`src/rtl/out_layer_mac.sv`:
```
// ============================================================================
// out_layer_mac
// ----------------------------------------------------------------------------
// Output-layer dense engine. Computes N_OUT neuron outputs in parallel:
//
//   act[c] = relu?( sat( round( sum_k in[k]*w[c][k] + (bias[c] << FRAC) ) ) )
//
// All operands are DW-bit signed fixed point with FRAC fractional bits. The
// hidden activations and the weight/bias rows are read through synchronous
// read ports that share one address (o_rd_addr). Index N_IN of the weight
// memory holds the per-channel bias.
//
// Ports
//   i_clk         : sole clock, rising edge
//   i_rst         : synchronous, active-high reset
//   i_start       : request one computation (sampled only in IDLE)
//   i_relu_en     : clamp negative results to zero (captured with i_start)
//   o_rd_addr     : shared read index for both memories
//   i_in_rd_data  : hidden activation for the address presented last cycle
//   i_w_rd_data   : channel c weight (or bias at index N_IN) at [c*DW +: DW]
//   o_busy        : high from start acceptance until the done edge
//   o_done        : one-cycle pulse, o_act_out / o_sat valid
//   o_act_out     : channel c result at [c*DW +: DW], held until next done
//   o_sat         : per-channel saturation flag, updated with o_act_out
//   o_dbg_state   : current FSM state (IDLE=0, FETCH=1, BIAS=2, FINISH=3)
//
// Handshake: i_start is a level sampled only while the FSM is in IDLE; a
// start seen while busy is dropped, not queued. Acceptance raises o_busy on
// the same edge. Exactly N_IN+3 edges later o_done pulses for one cycle
// with o_busy low, and the FSM is back in IDLE during that cycle, so a start
// held high through the done cycle is accepted on the following edge.
// Reset in any state aborts the computation without a done pulse.
//
// Timing (start accepted at edge 0):
//   edge k (k=0..N_IN)  : o_rd_addr = k
//   edge k+2            : index k product accumulated
//   edge N_IN+2         : bias accumulated
//   edge N_IN+3         : o_act_out/o_sat registered, o_done = 1
// ============================================================================
module out_layer_mac #(
    parameter int N_IN  = 10,
    parameter int N_OUT = 2,
    parameter int DW    = 16,
    parameter int FRAC  = 8,
    parameter int ACC_W = 40,
    parameter int AW    = 4
) (
    input  logic                  i_clk,
    input  logic                  i_rst,
    input  logic                  i_start,
    input  logic                  i_relu_en,
    output logic [AW-1:0]         o_rd_addr,
    input  logic [DW-1:0]         i_in_rd_data,
    input  logic [N_OUT*DW-1:0]   i_w_rd_data,
    output logic                  o_busy,
    output logic                  o_done,
    output logic [N_OUT*DW-1:0]   o_act_out,
    output logic [N_OUT-1:0]      o_sat,
    output logic [1:0]            o_dbg_state
);

    typedef enum logic [1:0] {
        S_IDLE   = 2'd0,
        S_FETCH  = 2'd1,
        S_BIAS   = 2'd2,
        S_FINISH = 2'd3
    } state_t;

    // Last address issued: the bias row.
    localparam logic [AW-1:0] LAST_ADDR = AW'(N_IN);

    // Rounding constant 2^(FRAC-1) for round-half-up.
    localparam logic [ACC_W-1:0] HALF = ACC_W'(1) << (FRAC - 1);

    // Output range limits expressed at accumulator width for comparison.
    localparam logic signed [ACC_W-1:0] SAT_MAX =
        {{(ACC_W-DW+1){1'b0}}, {(DW-1){1'b1}}};
    localparam logic signed [ACC_W-1:0] SAT_MIN =
        {{(ACC_W-DW+1){1'b1}}, {(DW-1){1'b0}}};

    // ------------------------------------------------------------------------
    // State
    // ------------------------------------------------------------------------
    state_t              r_state;
    logic [ACC_W-1:0]    r_acc [N_OUT];
    logic                r_relu;
    // High when i_in_rd_data/i_w_rd_data in this cycle belong to a data
    // index (< N_IN) issued on the previous cycle.
    logic                r_dvld;

    // ------------------------------------------------------------------------
    // Per-channel datapath
    // ------------------------------------------------------------------------
    logic signed [2*DW-1:0]  w_act_ext;
    logic [N_OUT*ACC_W-1:0]  w_prod_bus;
    logic [N_OUT*ACC_W-1:0]  w_bias_bus;
    logic [N_OUT*DW-1:0]     w_res_bus;
    logic [N_OUT-1:0]        w_clamp_bus;

    // Sign-extending both factors to 2*DW keeps the product exact in the
    // low 2*DW bits without relying on mixed-width multiply rules.
    assign w_act_ext = {{DW{i_in_rd_data[DW-1]}}, i_in_rd_data};

    for (genvar c = 0; c < N_OUT; c++) begin : g_ch
        logic [DW-1:0]           w_wt;
        logic signed [2*DW-1:0]  w_wt_ext;
        logic signed [2*DW-1:0]  w_prod;
        logic [ACC_W-1:0]        w_sum;
        logic signed [ACC_W-1:0] w_shift;
        logic [DW-1:0]           w_res;
        logic                    w_clamp;

        assign w_wt     = i_w_rd_data[c*DW +: DW];
        assign w_wt_ext = {{DW{w_wt[DW-1]}}, w_wt};
        assign w_prod   = w_act_ext * w_wt_ext;

        assign w_prod_bus[c*ACC_W +: ACC_W] =
            {{(ACC_W-2*DW){w_prod[2*DW-1]}}, w_prod};

        // Bias is aligned to the product scale (2*FRAC fractional bits) by
        // shifting it up by FRAC.
        assign w_bias_bus[c*ACC_W +: ACC_W] =
            {{(ACC_W-DW-FRAC){w_wt[DW-1]}}, w_wt, {FRAC{1'b0}}};

        // Round half up, then drop FRAC fractional bits arithmetically.
        assign w_sum   = r_acc[c] + HALF;
        assign w_shift = $signed(w_sum) >>> FRAC;

        always_comb begin
            w_res   = w_shift[DW-1:0];
            w_clamp = 1'b0;
            if (w_shift > SAT_MAX) begin
                w_res   = SAT_MAX[DW-1:0];
                w_clamp = 1'b1;
            end else if (w_shift < SAT_MIN) begin
                w_res   = SAT_MIN[DW-1:0];
                w_clamp = 1'b1;
            end
            // ReLU applies after saturation and leaves the flag alone.
            if (r_relu && w_res[DW-1]) begin
                w_res = '0;
            end
        end

        assign w_res_bus[c*DW +: DW] = w_res;
        assign w_clamp_bus[c]        = w_clamp;
    end

    // ------------------------------------------------------------------------
    // Control FSM and registers
    // ------------------------------------------------------------------------
    always_ff @(posedge i_clk) begin
        if (i_rst) begin
            r_state   <= S_IDLE;
            r_relu    <= 1'b0;
            r_dvld    <= 1'b0;
            o_rd_addr <= '0;
            o_busy    <= 1'b0;
            o_done    <= 1'b0;
            o_act_out <= '0;
            o_sat     <= '0;
            for (int c = 0; c < N_OUT; c++) begin
                r_acc[c] <= '0;
            end
        end else begin
            o_done <= 1'b0;
            case (r_state)
                S_IDLE: begin
                    if (i_start) begin
                        for (int c = 0; c < N_OUT; c++) begin
                            r_acc[c] <= '0;
                        end
                        o_rd_addr <= '0;
                        r_relu    <= i_relu_en;
                        r_dvld    <= 1'b0;
                        o_busy    <= 1'b1;
                        r_state   <= S_FETCH;
                    end
                end

                S_FETCH: begin
                    if (r_dvld) begin
                        for (int c = 0; c < N_OUT; c++) begin
                            r_acc[c] <= r_acc[c] + w_prod_bus[c*ACC_W +: ACC_W];
                        end
                    end
                    // Once the bias address has been presented, the next
                    // cycle carries the bias row, handled in BIAS.
                    if (o_rd_addr == LAST_ADDR) begin
                        r_dvld  <= 1'b0;
                        r_state <= S_BIAS;
                    end else begin
                        r_dvld    <= 1'b1;
                        o_rd_addr <= o_rd_addr + AW'(1);
                    end
                end

                S_BIAS: begin
                    for (int c = 0; c < N_OUT; c++) begin
                        r_acc[c] <= r_acc[c] + w_bias_bus[c*ACC_W +: ACC_W];
                    end
                    r_state <= S_FINISH;
                end

                S_FINISH: begin
                    o_act_out <= w_res_bus;
                    o_sat     <= w_clamp_bus;
                    o_done    <= 1'b1;
                    o_busy    <= 1'b0;
                    r_state   <= S_IDLE;
                end

                default: begin
                    r_state <= S_IDLE;
                end
            endcase
        end
    end

    assign o_dbg_state = r_state;

endmodule

```
`config.mk`:
```
export PLATFORM = sky130hd
export DESIGN_NAME = out_layer_mac
export DESIGN_NICKNAME = d
export VERILOG_FILES = /design/src/rtl/out_layer_mac.sv
export SDC_FILE = /design/constraint.sdc
export NUM_CORES = 2
export LEC_CHECK = 0
export BUFFER_PORTS_ARGS = -buffer_cell sky130_fd_sc_hd__buf_2
export CAP_MARGIN = 20
export CORE_ASPECT_RATIO = 1.25
export CORE_MARGIN = 8
export CORE_UTILIZATION = 55
export CTS_CLUSTER_DIAMETER = 200
export CTS_CLUSTER_SIZE = 25
export DETAILED_ROUTE_END_ITERATION = 6
export GPL_TIMING_DRIVEN = 0
export PLACE_DENSITY = 0.74
export SLEW_MARGIN = 15
export SYNTH_ARGS = -nofsm -noshare
export SYNTH_HDL_FRONTEND = slang
export SYNTH_SLANG_ARGS = --single-unit
```
`constraint.sdc`:
```
create_clock -name i_clk -period 12.85 [get_ports i_clk]
set_input_delay 2.57 -clock i_clk [delete_from_list [all_inputs] [get_ports i_clk]]
set_output_delay 2.57 -clock i_clk [all_outputs]
set_load 0.01 [all_outputs]
```
==> results_dict.tcl <==
set metrics [dict create \
    status "complete, but fails checks" \
    failed_checks "design-rule violations" \
    cts_buffer_depth 2 \
    layout.cells.most_common "sky130_fd_sc_hd__inv_1" \
    synth-seq-area-share_pct 9.97 \
    final_min_period_over_clock_period_pct 93.8 \
    layout_cells_sized_above_1_pct 5.48 \
    cts_htree_levels 4 \
    chip_height_um 290 \
    detail_route.wirelength_um 93900 \
    cts.repair.resized 0 \
    clock-root-buffer "sky130_fd_sc_hd__clkbuf_16" \
    drt_drc_violations_left 1 \
    gp_routability_congestion 0.984 \
    synth_area_per_cell_um2 8.84 \
    cp_data_arrival_time_ns 12.22 \
    post_synth_edffs 80 \
    synth_area_leader_cell "sky130_fd_sc_hd__fa_1" \
    timing.critical_path.required_ns 13.02 \
    grtUsageMet3_pct 4.43 \
    setup.worst_path.class "primary input to flop" \
    rsz0062_at_grt "false" \
    holdCritPathClass "flop to flop" \
    hold_buf_count_cts 0 \
    yosys.area.top_type_share_pct 32.1 \
    start_util_pct 55.4 \
    timing.final.max_slew_violations 0 \
    final_cell_mix "sky130_fd_sc_hd__inv_1, sky130_fd_sc_hd__fa_1, sky130_fd_sc_hd__nand2_1" \
    cp_max_fo 10 \
    cts_tree "done" \
    vias 26800 \
    route.antenna.remaining_nets 0 \
    synthesis.area_um2 32900 \
    grt_util_all_layers_pct 28.2 \
    grtUsageMet1_pct 35.7 \
    place.port_buffers 93 \
    die_w_um 235 \
    post_synth_main_area_contributors "sky130_fd_sc_hd__fa_1, sky130_fd_sc_hd__ha_1, sky130_fd_sc_hd__inv_1, sky130_fd_sc_hd__edfxtp_1, sky130_fd_sc_hd__and2_1" \
    grtUsageMet2_pct 47.1 \
    cp-start-kind "primary input" \
    synthFlopType "sky130_fd_sc_hd__edfxtp_1" \
    vias_per_cell 5.79 \
    worst_setup_path_end_kind "flop" \
    setup_ws_final_ns 0.802 \
    clk_pin_slew_ns 0.07 \
    routedWlPerCell_um 20.3 \
    number_of_drc_markers_in_iteration_0 2065 \
    timing_worst_slew_pin_value_ns 1.08 \
    final_hold_viol_count 0 \
    place_worst_setup_slack_ns 0.472 \
    postPlaceCellArea_um2 34400 \
    cpLargestDelayFamily "adder cells" \
    clock_insertion_delay_worst_skew_ns 0.45 \
    finalNetCount 4736 \
    path_common_cell "sky130_fd_sc_hd__fa_1" \
    postSynthCellCount 3723 \
    critPathSlowestCell "sky130_fd_sc_hd__clkbuf_1" \
    io-pin-count 94 \
    first_global_vias 27800 \
    grt_first_pass_wirelength_um 152000 \
    cts_post_setup_buffers_inserted 0 \
    clock-skew-final_ns 0.0169 \
    grt_overflow_total 0 \
    drt_pass1_iterations 7 \
    setup_viol 0 \
    grt_start_max_net_pins 34 \
    slowest_delay_ns 0.69 \
    grt_antenna_before_repair 10 \
    die_area_um2 68000 \
    synth-warning-count 0 \
    floorplan.core_area_um2 59400 \
    post-route-cell-area_um2 35000 \
    synth.ff_latch_count 124 \
    max_slew_margin_pct 27.8 \
    synth.net_count 4622 \
    finalHoldWorstSlack_ns 0.447 \
    tritoncts.num_buffers 17 \
    maxCapViolCount 0 \
    place_hpwl_um 77300 \
    timing.critical_path.buf_inv 5 \
    rows 100 \
    grt-busiest-layer "met2" \
    postSynth.asyncResetShare_pct 0 \
    maxClockFrequency_mhz 83.0 \
    areaGrowthSynthToFinish_pct 6.26 \
    total_negative_slack_for_setup_checks_ns 0 \
    synth_cell_type_count 101 \
    cts.sink_count 124 \
    finalCriticalPeriod_ns 12.05 \
]
## logic make-up after synthesis
logic type               share of synthesized area (%)
flip-flops                                        9.97
AND/OR/NAND/NOR                                   16.4
AO/OA/AOI/OAI                                     13.9
adder cells (fa/ha/maj)                           44.2
multiplexers                                    0.0608
XOR/XNOR                                          6.44
buffers and inverters                             9.02
## registers in the layout, indices dropped and copies added (netlist names)
signal       count
o_busy           1
r_relu           1
r_acc           80
o_rd_addr        4
o_dbg_state      2
o_sat            2
o_done           1
o_act_out       32
r_dvld           1
## final timing paths
kind / from / end / slack [ns] / cells past startpoint
setup reg to reg: r_acc[0][40] / r_acc[0][78] / 8.94 / 13
hold reg to reg: o_act_out[16] / o_act_out[16] / 0.45 / 2
setup / recovery: i_in_rd_data[13] / r_acc[0][79] / 0.80 / 35
hold / removal: o_act_out[16] / o_act_out[16] / 0.45 / 2
## final cells by class
| cell class | count | area (um^2) |
|---|---|---|
| timing repair buffer | 95 | 490 |
| tap | 765 | 957 |
| buffer | 120 | 498 |
| fill | 5278 | 24500 |
| clock buffer | 19 | 443 |
| antenna | 3 | 7.51 |
| multi-input combinational | 2821 | 26700 |
| clock inverter | 13 | 141 |
| sequential | 124 | 3280 |
| inverter | 658 | 2470 |
## metrics by stage
stage               util, %  cells
global route           58.9   4618
detailed placement     57.9   4582
global placement       57.8   4581
floorplan                 -   3723
finish                 58.9   4618
CTS                    58.8   4614
## worst register-to-register path: stages, from the launching register on
cell and delay [ns]:
sky130_fd_sc_hd__edfxtp_1 0.36, sky130_fd_sc_hd__ha_1 0.26, sky130_fd_sc_hd__fa_1 0.44, sky130_fd_sc_hd__a21oi_1 0.15, sky130_fd_sc_hd__nor2b_1 0.08, sky130_fd_sc_hd__a311o_1 0.42
sky130_fd_sc_hd__o311ai_2 0.41, sky130_fd_sc_hd__a311oi_1 0.29, sky130_fd_sc_hd__a21oi_1 0.25, sky130_fd_sc_hd__o31a_1 0.31, sky130_fd_sc_hd__nor3_1 0.12, sky130_fd_sc_hd__o21ai_0 0.27
sky130_fd_sc_hd__xor2_1 0.18, sky130_fd_sc_hd__o22ai_1 0.08
## cell usage after synthesis, types with 5 or more instances
cell type and n:
sky130_fd_sc_hd__buf_6 5, sky130_fd_sc_hd__nand4_1 20, sky130_fd_sc_hd__o211ai_2 21, sky130_fd_sc_hd__a32o_1 5, sky130_fd_sc_hd__or3_1 8, sky130_fd_sc_hd__a31oi_1 26
sky130_fd_sc_hd__o22ai_1 50, sky130_fd_sc_hd__xor2_1 90, sky130_fd_sc_hd__clkbuf_1 109, sky130_fd_sc_hd__nor2b_1 30, sky130_fd_sc_hd__o21ai_0 90, sky130_fd_sc_hd__a22o_1 5
sky130_fd_sc_hd__and2_1 259, sky130_fd_sc_hd__nor2_1 148, sky130_fd_sc_hd__edfxtp_1 80, sky130_fd_sc_hd__and4_1 9, sky130_fd_sc_hd__inv_1 658, sky130_fd_sc_hd__or2_2 9
sky130_fd_sc_hd__fa_1 528, sky130_fd_sc_hd__nand3_1 57, sky130_fd_sc_hd__a211oi_1 21, sky130_fd_sc_hd__o21ai_1 16, sky130_fd_sc_hd__nor3_1 33, sky130_fd_sc_hd__dfxtp_1 44
sky130_fd_sc_hd__a211o_1 9, sky130_fd_sc_hd__o21bai_1 19, sky130_fd_sc_hd__or4_1 6, sky130_fd_sc_hd__nand2b_1 47, sky130_fd_sc_hd__o211ai_1 14, sky130_fd_sc_hd__nand2_1 384
sky130_fd_sc_hd__a311oi_1 5, sky130_fd_sc_hd__o32ai_1 6, sky130_fd_sc_hd__o21a_1 29, sky130_fd_sc_hd__ha_1 319, sky130_fd_sc_hd__a21o_1 96, sky130_fd_sc_hd__and3_1 20
sky130_fd_sc_hd__a21oi_1 180, sky130_fd_sc_hd__xnor2_1 152, sky130_fd_sc_hd__nand3b_1 6
## layer usage
layer	wire length [um]	part of all wire, %
met2	43900	47
met4	5080	5.4
met3	7050	7.5
met1	37800	40
met5	25	0.027
Power is left out: the tool's default activity adds up to more than one toggle a clock period on the data nets, which glitch-free logic cannot reach.
